**config.mk**
```make
export PLATFORM = sky130hd
export DESIGN_NAME = rv32_mem_arbiter
export DESIGN_NICKNAME = d
export VERILOG_FILES = /design/src/rtl/rv32_pkg.sv /design/src/rtl/rv32_arb_pick.sv /design/src/rtl/rv32_mem_arbiter.sv
export SDC_FILE = /design/constraint.sdc
export NUM_CORES = 1
export LEC_CHECK = 0
export ABC_AREA = 1
export CAP_MARGIN = 20
export CORE_AREA = 2 2 108 110
export DETAILED_ROUTE_END_ITERATION = 12
export DIE_AREA = 0 0 110 112
export PLACE_DENSITY_LB_ADDON = 0.12
export SLEW_MARGIN = 20
export SYNTH_ARGS = -nofsm -noshare
export SYNTH_HDL_FRONTEND = slang
export SYNTH_SLANG_ARGS = --single-unit
```
**constraint.sdc**
```tcl
create_clock -name clk -period 3.13 [get_ports clk]
set_input_delay 0.313 -clock clk [delete_from_list [all_inputs] [get_ports clk]]
set_output_delay 0.313 -clock clk [all_outputs]
set_load 0.02 [all_outputs]
```
**src/rtl/rv32_pkg.sv**
```systemverilog
// Shared definitions for the RV32I pipeline and its unified-memory arbiter.
package rv32_pkg;

    localparam int ARB_MAX_DSTREAK = 4;

    typedef enum logic [1:0] {
        ARB_IDLE  = 2'd0,
        ARB_ISSUE = 2'd1,
        ARB_WAIT  = 2'd2
    } arb_state_t;

    typedef enum logic {
        OWN_IF = 1'b0,
        OWN_DM = 1'b1
    } arb_owner_t;

endpackage

```
**src/rtl/rv32_arb_pick.sv**
```systemverilog
// Owner choice for the memory arbiter: data first, but a fetch is forced through
// once MAX_DSTREAK data grants have gone by while it waited.
module rv32_arb_pick
    import rv32_pkg::*;
#(
    parameter int MAX_DSTREAK = ARB_MAX_DSTREAK
) (
    input  logic       clk,
    input  logic       rst,
    input  logic       idle_i,
    input  logic       if_req_i,
    input  logic       dm_req_i,
    output logic       pick_valid_o,
    output arb_owner_t pick_owner_o
);

    localparam int               CNT_W      = $clog2(MAX_DSTREAK + 1);
    localparam logic [CNT_W-1:0] STREAK_MAX = CNT_W'(MAX_DSTREAK);

    logic [CNT_W-1:0] dstreak_q;
    logic [CNT_W-1:0] dstreak_d;
    logic             fetchDue;

    assign fetchDue     = if_req_i && (dstreak_q == STREAK_MAX);
    assign pick_valid_o = idle_i && (if_req_i || dm_req_i);
    assign pick_owner_o = (dm_req_i && !fetchDue) ? OWN_DM : OWN_IF;

    // The streak only moves in IDLE, where every cycle with if_req high makes a selection.
    always_comb begin
        dstreak_d = dstreak_q;
        if (idle_i) begin
            if (!if_req_i || pick_owner_o == OWN_IF) begin
                dstreak_d = '0;
            end else if (dstreak_q != STREAK_MAX) begin
                dstreak_d = dstreak_q + 1'b1;
            end
        end
    end

    always_ff @(posedge clk) begin
        if (rst) begin
            dstreak_q <= '0;
        end else begin
            dstreak_q <= dstreak_d;
        end
    end

endmodule

```
**src/rtl/rv32_mem_arbiter.sv**
```systemverilog
// Shares one single-port memory between instruction fetch and the MEM stage,
// one outstanding transaction at a time, routing each response to its owner.
module rv32_mem_arbiter
    import rv32_pkg::*;
#(
    parameter int ADDR_W      = 32,
    parameter int DATA_W      = 32,
    parameter int MAX_DSTREAK = ARB_MAX_DSTREAK
) (
    input  logic                clk,
    input  logic                rst,
    input  logic                if_req,
    input  logic [ADDR_W-1:0]   if_addr,
    output logic                if_gnt,
    output logic                if_rvalid,
    output logic [DATA_W-1:0]   if_rdata,
    input  logic                dm_req,
    input  logic                dm_we,
    input  logic [DATA_W/8-1:0] dm_be,
    input  logic [ADDR_W-1:0]   dm_addr,
    input  logic [DATA_W-1:0]   dm_wdata,
    output logic                dm_gnt,
    output logic                dm_rvalid,
    output logic [DATA_W-1:0]   dm_rdata,
    output logic                mem_req,
    output logic                mem_we,
    output logic [DATA_W/8-1:0] mem_be,
    output logic [ADDR_W-1:0]   mem_addr,
    output logic [DATA_W-1:0]   mem_wdata,
    input  logic                mem_ready,
    input  logic                mem_rvalid,
    input  logic [DATA_W-1:0]   mem_rdata,
    output logic                busy
);

    localparam int BE_W = DATA_W / 8;

    arb_state_t        state_q;
    arb_state_t        state_d;
    arb_owner_t        owner_q;
    logic              mem_we_q;
    logic [BE_W-1:0]   mem_be_q;
    logic [ADDR_W-1:0] mem_addr_q;
    logic [DATA_W-1:0] mem_wdata_q;

    logic       isIdle;
    logic       pickValid;
    arb_owner_t pickOwner;
    logic       accept;
    logic       respond;

    assign isIdle = (state_q == ARB_IDLE);

    rv32_arb_pick #(
        .MAX_DSTREAK (MAX_DSTREAK)
    ) u_pick (
        .clk          (clk),
        .rst          (rst),
        .idle_i       (isIdle),
        .if_req_i     (if_req),
        .dm_req_i     (dm_req),
        .pick_valid_o (pickValid),
        .pick_owner_o (pickOwner)
    );

    always_comb begin
        state_d = state_q;
        unique case (state_q)
            ARB_IDLE:  if (pickValid)  state_d = ARB_ISSUE;
            ARB_ISSUE: if (mem_ready)  state_d = ARB_WAIT;
            ARB_WAIT:  if (mem_rvalid) state_d = ARB_IDLE;
            default:                   state_d = ARB_IDLE;
        endcase
    end

    // Request fields are captured only in the selecting IDLE cycle and then held.
    always_ff @(posedge clk) begin
        if (rst) begin
            state_q     <= ARB_IDLE;
            owner_q     <= OWN_IF;
            mem_we_q    <= 1'b0;
            mem_be_q    <= '0;
            mem_addr_q  <= '0;
            mem_wdata_q <= '0;
        end else begin
            state_q <= state_d;
            if (pickValid) begin
                owner_q <= pickOwner;
                if (pickOwner == OWN_DM) begin
                    mem_we_q    <= dm_we;
                    mem_be_q    <= dm_be;
                    mem_addr_q  <= dm_addr;
                    mem_wdata_q <= dm_wdata;
                end else begin
                    mem_we_q    <= 1'b0;
                    mem_be_q    <= '1;
                    mem_addr_q  <= if_addr;
                    mem_wdata_q <= '0;
                end
            end
        end
    end

    assign mem_req   = (state_q == ARB_ISSUE);
    assign mem_we    = mem_we_q;
    assign mem_be    = mem_be_q;
    assign mem_addr  = mem_addr_q;
    assign mem_wdata = mem_wdata_q;
    assign busy      = !isIdle;

    // A response outside WAIT is stray and never reaches either port.
    assign accept    = mem_req && mem_ready;
    assign respond   = (state_q == ARB_WAIT) && mem_rvalid;

    assign if_gnt    = accept && (owner_q == OWN_IF);
    assign dm_gnt    = accept && (owner_q == OWN_DM);
    assign if_rvalid = respond && (owner_q == OWN_IF);
    assign dm_rvalid = respond && (owner_q == OWN_DM);
    assign if_rdata  = if_rvalid ? mem_rdata : '0;
    assign dm_rdata  = dm_rvalid ? mem_rdata : '0;

endmodule

```
### Word level (Yosys, flattened, before mapping)

Index checks and enable logic that the tools add are counted.

* reductions and logical operators: 18
* equal/unequal tests: 7
* bitwise operators: 2
* add/sub/neg operators: 1
* muxes and demuxes: 13

Operator list (number)
* two-way mux 32 bit: 4
* logical AND 1 bit: 9
* two-way mux 2 bit: 3
* two-way mux 3 bit: 2
* one-hot mux 2 bit (3 select lines): 1
* two-way mux 4 bit: 1
* inequality test 2 x 1 -> 1 bit, second input constant: 2
* adder 3 x 1 -> 3 bit, second input constant: 1
* == test 3 bit, second input constant: 1
* logical NOT 1 bit: 3
* inequality test 3 bit, second input constant: 1
* AND reduction 3 bit: 1
* == test 2 x 1 -> 1 bit, second input constant: 1
* == test 2 bit, second input constant: 1
* logical NOT 2 bit: 1
* logical OR 1 bit: 2
* two-way mux 1 bit: 2
* inequality test 2 bit, second input constant: 1
* inverter 1 bit: 2
* AND reduction 2 bit: 1
* nonzero test 2 bit: 1

* input bits: 139
* output and inout port bits: 139
* register bits after elaboration: 75
* word-level logic and storage cells: 48

### Logic depth before layout (Yosys ltp)

* depth in word-level cells: 9
* depth in mapped cells: 9
* mapped depth without buffers: 8

### Modules after synthesis

A second synthesis with hierarchy kept.

* cell total of the unflattened synthesis: 586
* area total of the unflattened synthesis: 3686.0 um^2

Modules (own cells, without submodules)
* rv32_mem_arbiter: area each 3509.6 um^2, cells an instance 562, sequential area each 1441.4 um^2, times used 1
* rv32_arb_pick: area each 176.4 um^2, cells an instance 24, sequential area each 60.1 um^2, times used 1

### Least setup slack after synthesis

Ideal clock, no wire load.

* path type: reg2out
* start: reg state_q[0]
* end: out dm_gnt
* data arrival time: 1.245 ns
* buffers on the path: 0
* stages on the path, launching flop included: 5
* path slack: 1.572 ns
* required time: 2.817 ns
* cells stage by stage: dfxtp_1 inv_1 nor2_1 nand2_1 nor2_1

* word-level cells in the longest chain between the ends: 3

Ends and longest elaborated chain
* start: declaration: line rv32_mem_arbiter.sv:38 `arb_state_t state_q;`
* start signal: assignment: line rv32_mem_arbiter.sv:86 `state_q <= state_d;`
* == test 2 x 1 -> 1 bit: line rv32_mem_arbiter.sv:104 `assign mem_req = (state_q == ARB_ISSUE);`
* via mem_req: line rv32_mem_arbiter.sv:25 `output logic mem_req,`
* logical AND 1 bit: line rv32_mem_arbiter.sv:112 `assign accept = mem_req && mem_ready;`
* logical AND 1 bit: line rv32_mem_arbiter.sv:116 `assign dm_gnt = accept && (owner_q == OWN_DM);`
* end: declaration: line rv32_mem_arbiter.sv:22 `output logic dm_gnt,`

The timed path passes the listed nets, and every way through them passes these cells.

### Worst setup path in the final report

* start: in mem_rvalid
* end: out if_rdata[10]

* word-level cells in the longest chain between the ends: 3

Ends and longest elaborated chain
* start: declaration: line rv32_mem_arbiter.sv:31 `input logic mem_rvalid,`
* logical AND 1 bit: line rv32_mem_arbiter.sv:113 `assign respond = (state_q == ARB_WAIT) && mem_rvalid;`
* logical AND 1 bit: line rv32_mem_arbiter.sv:117 `assign if_rvalid = respond && (owner_q == OWN_IF);`
* two-way mux 32 bit: line rv32_mem_arbiter.sv:119 `assign if_rdata = if_rvalid ? mem_rdata : '0;`
* end: declaration: line rv32_mem_arbiter.sv:16 `output logic [DATA_W-1:0] if_rdata,`

Every way passes these cells.

==> metrics.md <==
| Metric | Value |
|---|---|
| Status | `finished clean` |
| Final setup vio count | `0` |
| Crit Path Max Fanout | `33` |
| Syn-to-layout area delta | `82.1%` |
| Drt wl/cell | `14.4 µm` |
| Core Area | `11200 µm²` |
| Final Hold Viols | `0` |
| Startpoint Class | `input pin` |
| Lkg Pwr | `3.07 nW` |
| Final Instance Count excl. Fillers | `995` |
| Req. time, crit path | `2.82 ns` |
| H-tree depth | `3` |
| Setup TNS | `0 ns` |
| Pwr Density | `427 nW/µm²` |
| Worst skew pair latency | `0.33 ns` |
| WL final | `14.3 mm` |
| Final setup margin | `0.819 ns` |
| Nets | `988` |
| Clk buf depth | `2` |
| Die area | `12300 µm²` |
| Via count | `4628` |
| Filler cells | `1047` |
| Cell variety after synth | `18` |
| DR vias/cell | `4.65` |
| Max rail drop VDD | `222 µV` |
| Final Cell Area | `6930 µm²` |
| Initial antenna violation count | `0` |
| Endpoint type of the worst setup path | `primary output` |
| Reg2Reg Launch Point | `state_q[1]` |
| I/O Pins | `278` |
| Seq/Total Area, Yosys | `39.4%` |
| HPWL after detailed placement | `11.0 mm` |
| Area of the multi-input gates | `1700 µm²` |
| Cells after Synth | `593` |
| Most common cell after layout, fill and taps aside | `clkdlybuf4s50_1` |
| MaxCap Viol Count | `0` |
| Fmax | `0.433 GHz` |
| FF+latch area | `1500 µm²` |
| First-pass GRT wire length | `21.6 mm` |
| Critical path arrival | `2.00 ns` |
| Mapped Area | `3810 µm²` |
| Final Cycle Share | `73.8%` |
| # DRC | `0` |
| Crit Path Class | `input pin to primary output` |
| Place WS | `0.872 ns` |
| Avg Cell Area, Syn | `6.42 µm²` |
| Hold Path Origin | `rst` |
| GR Overflow Total | `0` |
| Post-CTS Resized | `0` |
| Worst Hold Path EP | `mem_wdata[9]` |
| Unrepaired setup endpoints after global routing | `false` |
| CTS sink cnt | `75` |
| Post-layout minimum cycle time | `2.31 ns` |
| Worst-case reg-to-reg path depth | `6` |
| CTS Root Cell | `clkbuf_16` |
| Hold/Removal Path Class | `input pin to flip-flop` |
| Total nets after synthesis | `734` |
| Slew HR | `49.0%` |
| Ant diodes | `0` |
| R2R Setup Slk | `1.21 ns` |
| Total CTS buffers | `9` |
| CTS tree | `yes` |
| Post-CTS Setup Bufs | `0` |
| # rows | `39` |
| Total GRT Usage | `22.5%` |
| Fraction of layout cells with a size suffix above 1 | `4.11%` |
| Max-slew violation count | `0` |
| Number of I/O port buffers | `277` |
| Die width | `110 µm` |
| Initial core utilization | `34.1%` |
| Worst Skew | `0.00667 ns` |
| RePlAce Congestion | `0.809` |
| Antenna viol nets, final | `0` |
| Worst-path clk slew | `0.06 ns` |
| Number of global-route vias before repair | `4349` |
| FF-to-FF End | `mem_addr[0]` |
| Hold_buf cts | `0` |
| Die H | `112 µm` |
| Most frequent cells in the layout | `clkdlybuf4s50_1, inv_1, nand2_1, nor2_1, dfxtp_1` |
| Largest net degree at the start of global routing | `40` |
| Drt first pass iters | `4` |
| Hold depth | `2` |
| Synth warn | `0` |
| Number of synthesized register bits | `75` |
| Dpl cell area | `6630 µm²` |
| Worst hold slack | `0.411 ns` |
| Initial DRC count | `194` |
| Placed Cells | `979` |
| Measured slew at the worst slew-check pin | `0.763 ns` |
worst max-delay path: stages:
cell,delay (ns)
clkdlybuf4s50_1,0.51
nand4_1,0.11
buf_4,0.25
nor2_1,0.16
clkdlybuf4s50_1,0.64
metrics by stage:
step,util [%],total power (W)
2_1_floorplan,-,0.00152
3_3_place_gp,59.3,0.00193
3_5_place_dp,59.3,0.00195
4_1_cts,62.0,0.00300
5_1_grt,62.0,0.00311
6_report,62.0,0.00296
report_power, final:
group          total, W  switching (W)  internal [W]
sequential      0.00109      0.0000479       0.00104
clock           0.00104       0.000413      0.000622
combinational  0.000835       0.000423      0.000412
total           0.00296       0.000884       0.00208
cell families after synthesis:
kind of cell	synth area share, %
buffers and inverters	16.1
AOI/OAI and AO/OA	9.83
adders and majority gates	0.657
DFF	39.4
and+or+nand+nor	33.5
xor gates and xnor gates	0.460
Yosys cell counts:
master    number  area share [%]
inv_1        104              10
nand2_1      104              10
nor2_1        80             7.9
dfxtp_1       75              39
a21oi_1       69             9.1
nand3_1       67             8.8
nand4_1       35             5.8
clkbuf_1      21             2.1
buf_2         16             2.1
buf_4          7             1.4
o21ai_0        4            0.53
buf_1          2            0.20
ha_1           2            0.66
nor2_4         2            0.59
xor2_1         2            0.46
inv_2          1           0.099
nand3b_1       1            0.20
o21ai_2        1            0.23
flip-flops by register name (all words and copies together), names as in the netlist:
signal / cells
owner_q: 1
mem_we: 1
mem_be: 4
mem_addr: 32
mem_wdata: 32
state_q: 2
u_pick.dstreak_q: 3
layer usage:
| layer | share of wire, % | track usage, % | wire length [µm] | vias up |
|---|---|---|---|---|
| li1 | - | - | - | 2360 |
| met1 | 37 | 22.7 | 5280 | 2057 |
| met2 | 51 | 41.7 | 7340 | 183 |
| met3 | 9.2 | 7.49 | 1320 | 28 |
| met4 | 2.8 | 8.86 | 405 | 0 |
| met5 | 0 | 0 | 0 | - |
worst max path at each step:
stage	from	end	slack, ns	cells after the start
after floorplan	state_q[0]	dm_gnt	1.57	4
after global placement	mem_rvalid	dm_rdata[15]	0.87	5
after detailed placement	mem_rvalid	if_rdata[10]	0.87	5
after CTS	mem_rvalid	if_rdata[10]	0.86	5
after global routing	state_q[1]	if_rdata[2]	0.75	4
final	mem_rvalid	if_rdata[10]	0.82	5
final cells by class:
class | instances | area share [%]
well taps | 143 | 2.58
flip-flops and latches | 75 | 21.7
inverters | 105 | 5.69
multi-input cells | 367 | 24.6
clock inverters | 7 | 1.08
repair buffers | 289 | 41.2
clock buffers | 9 | 3.25
Note: power is estimated with default switching activity, not from simulation.
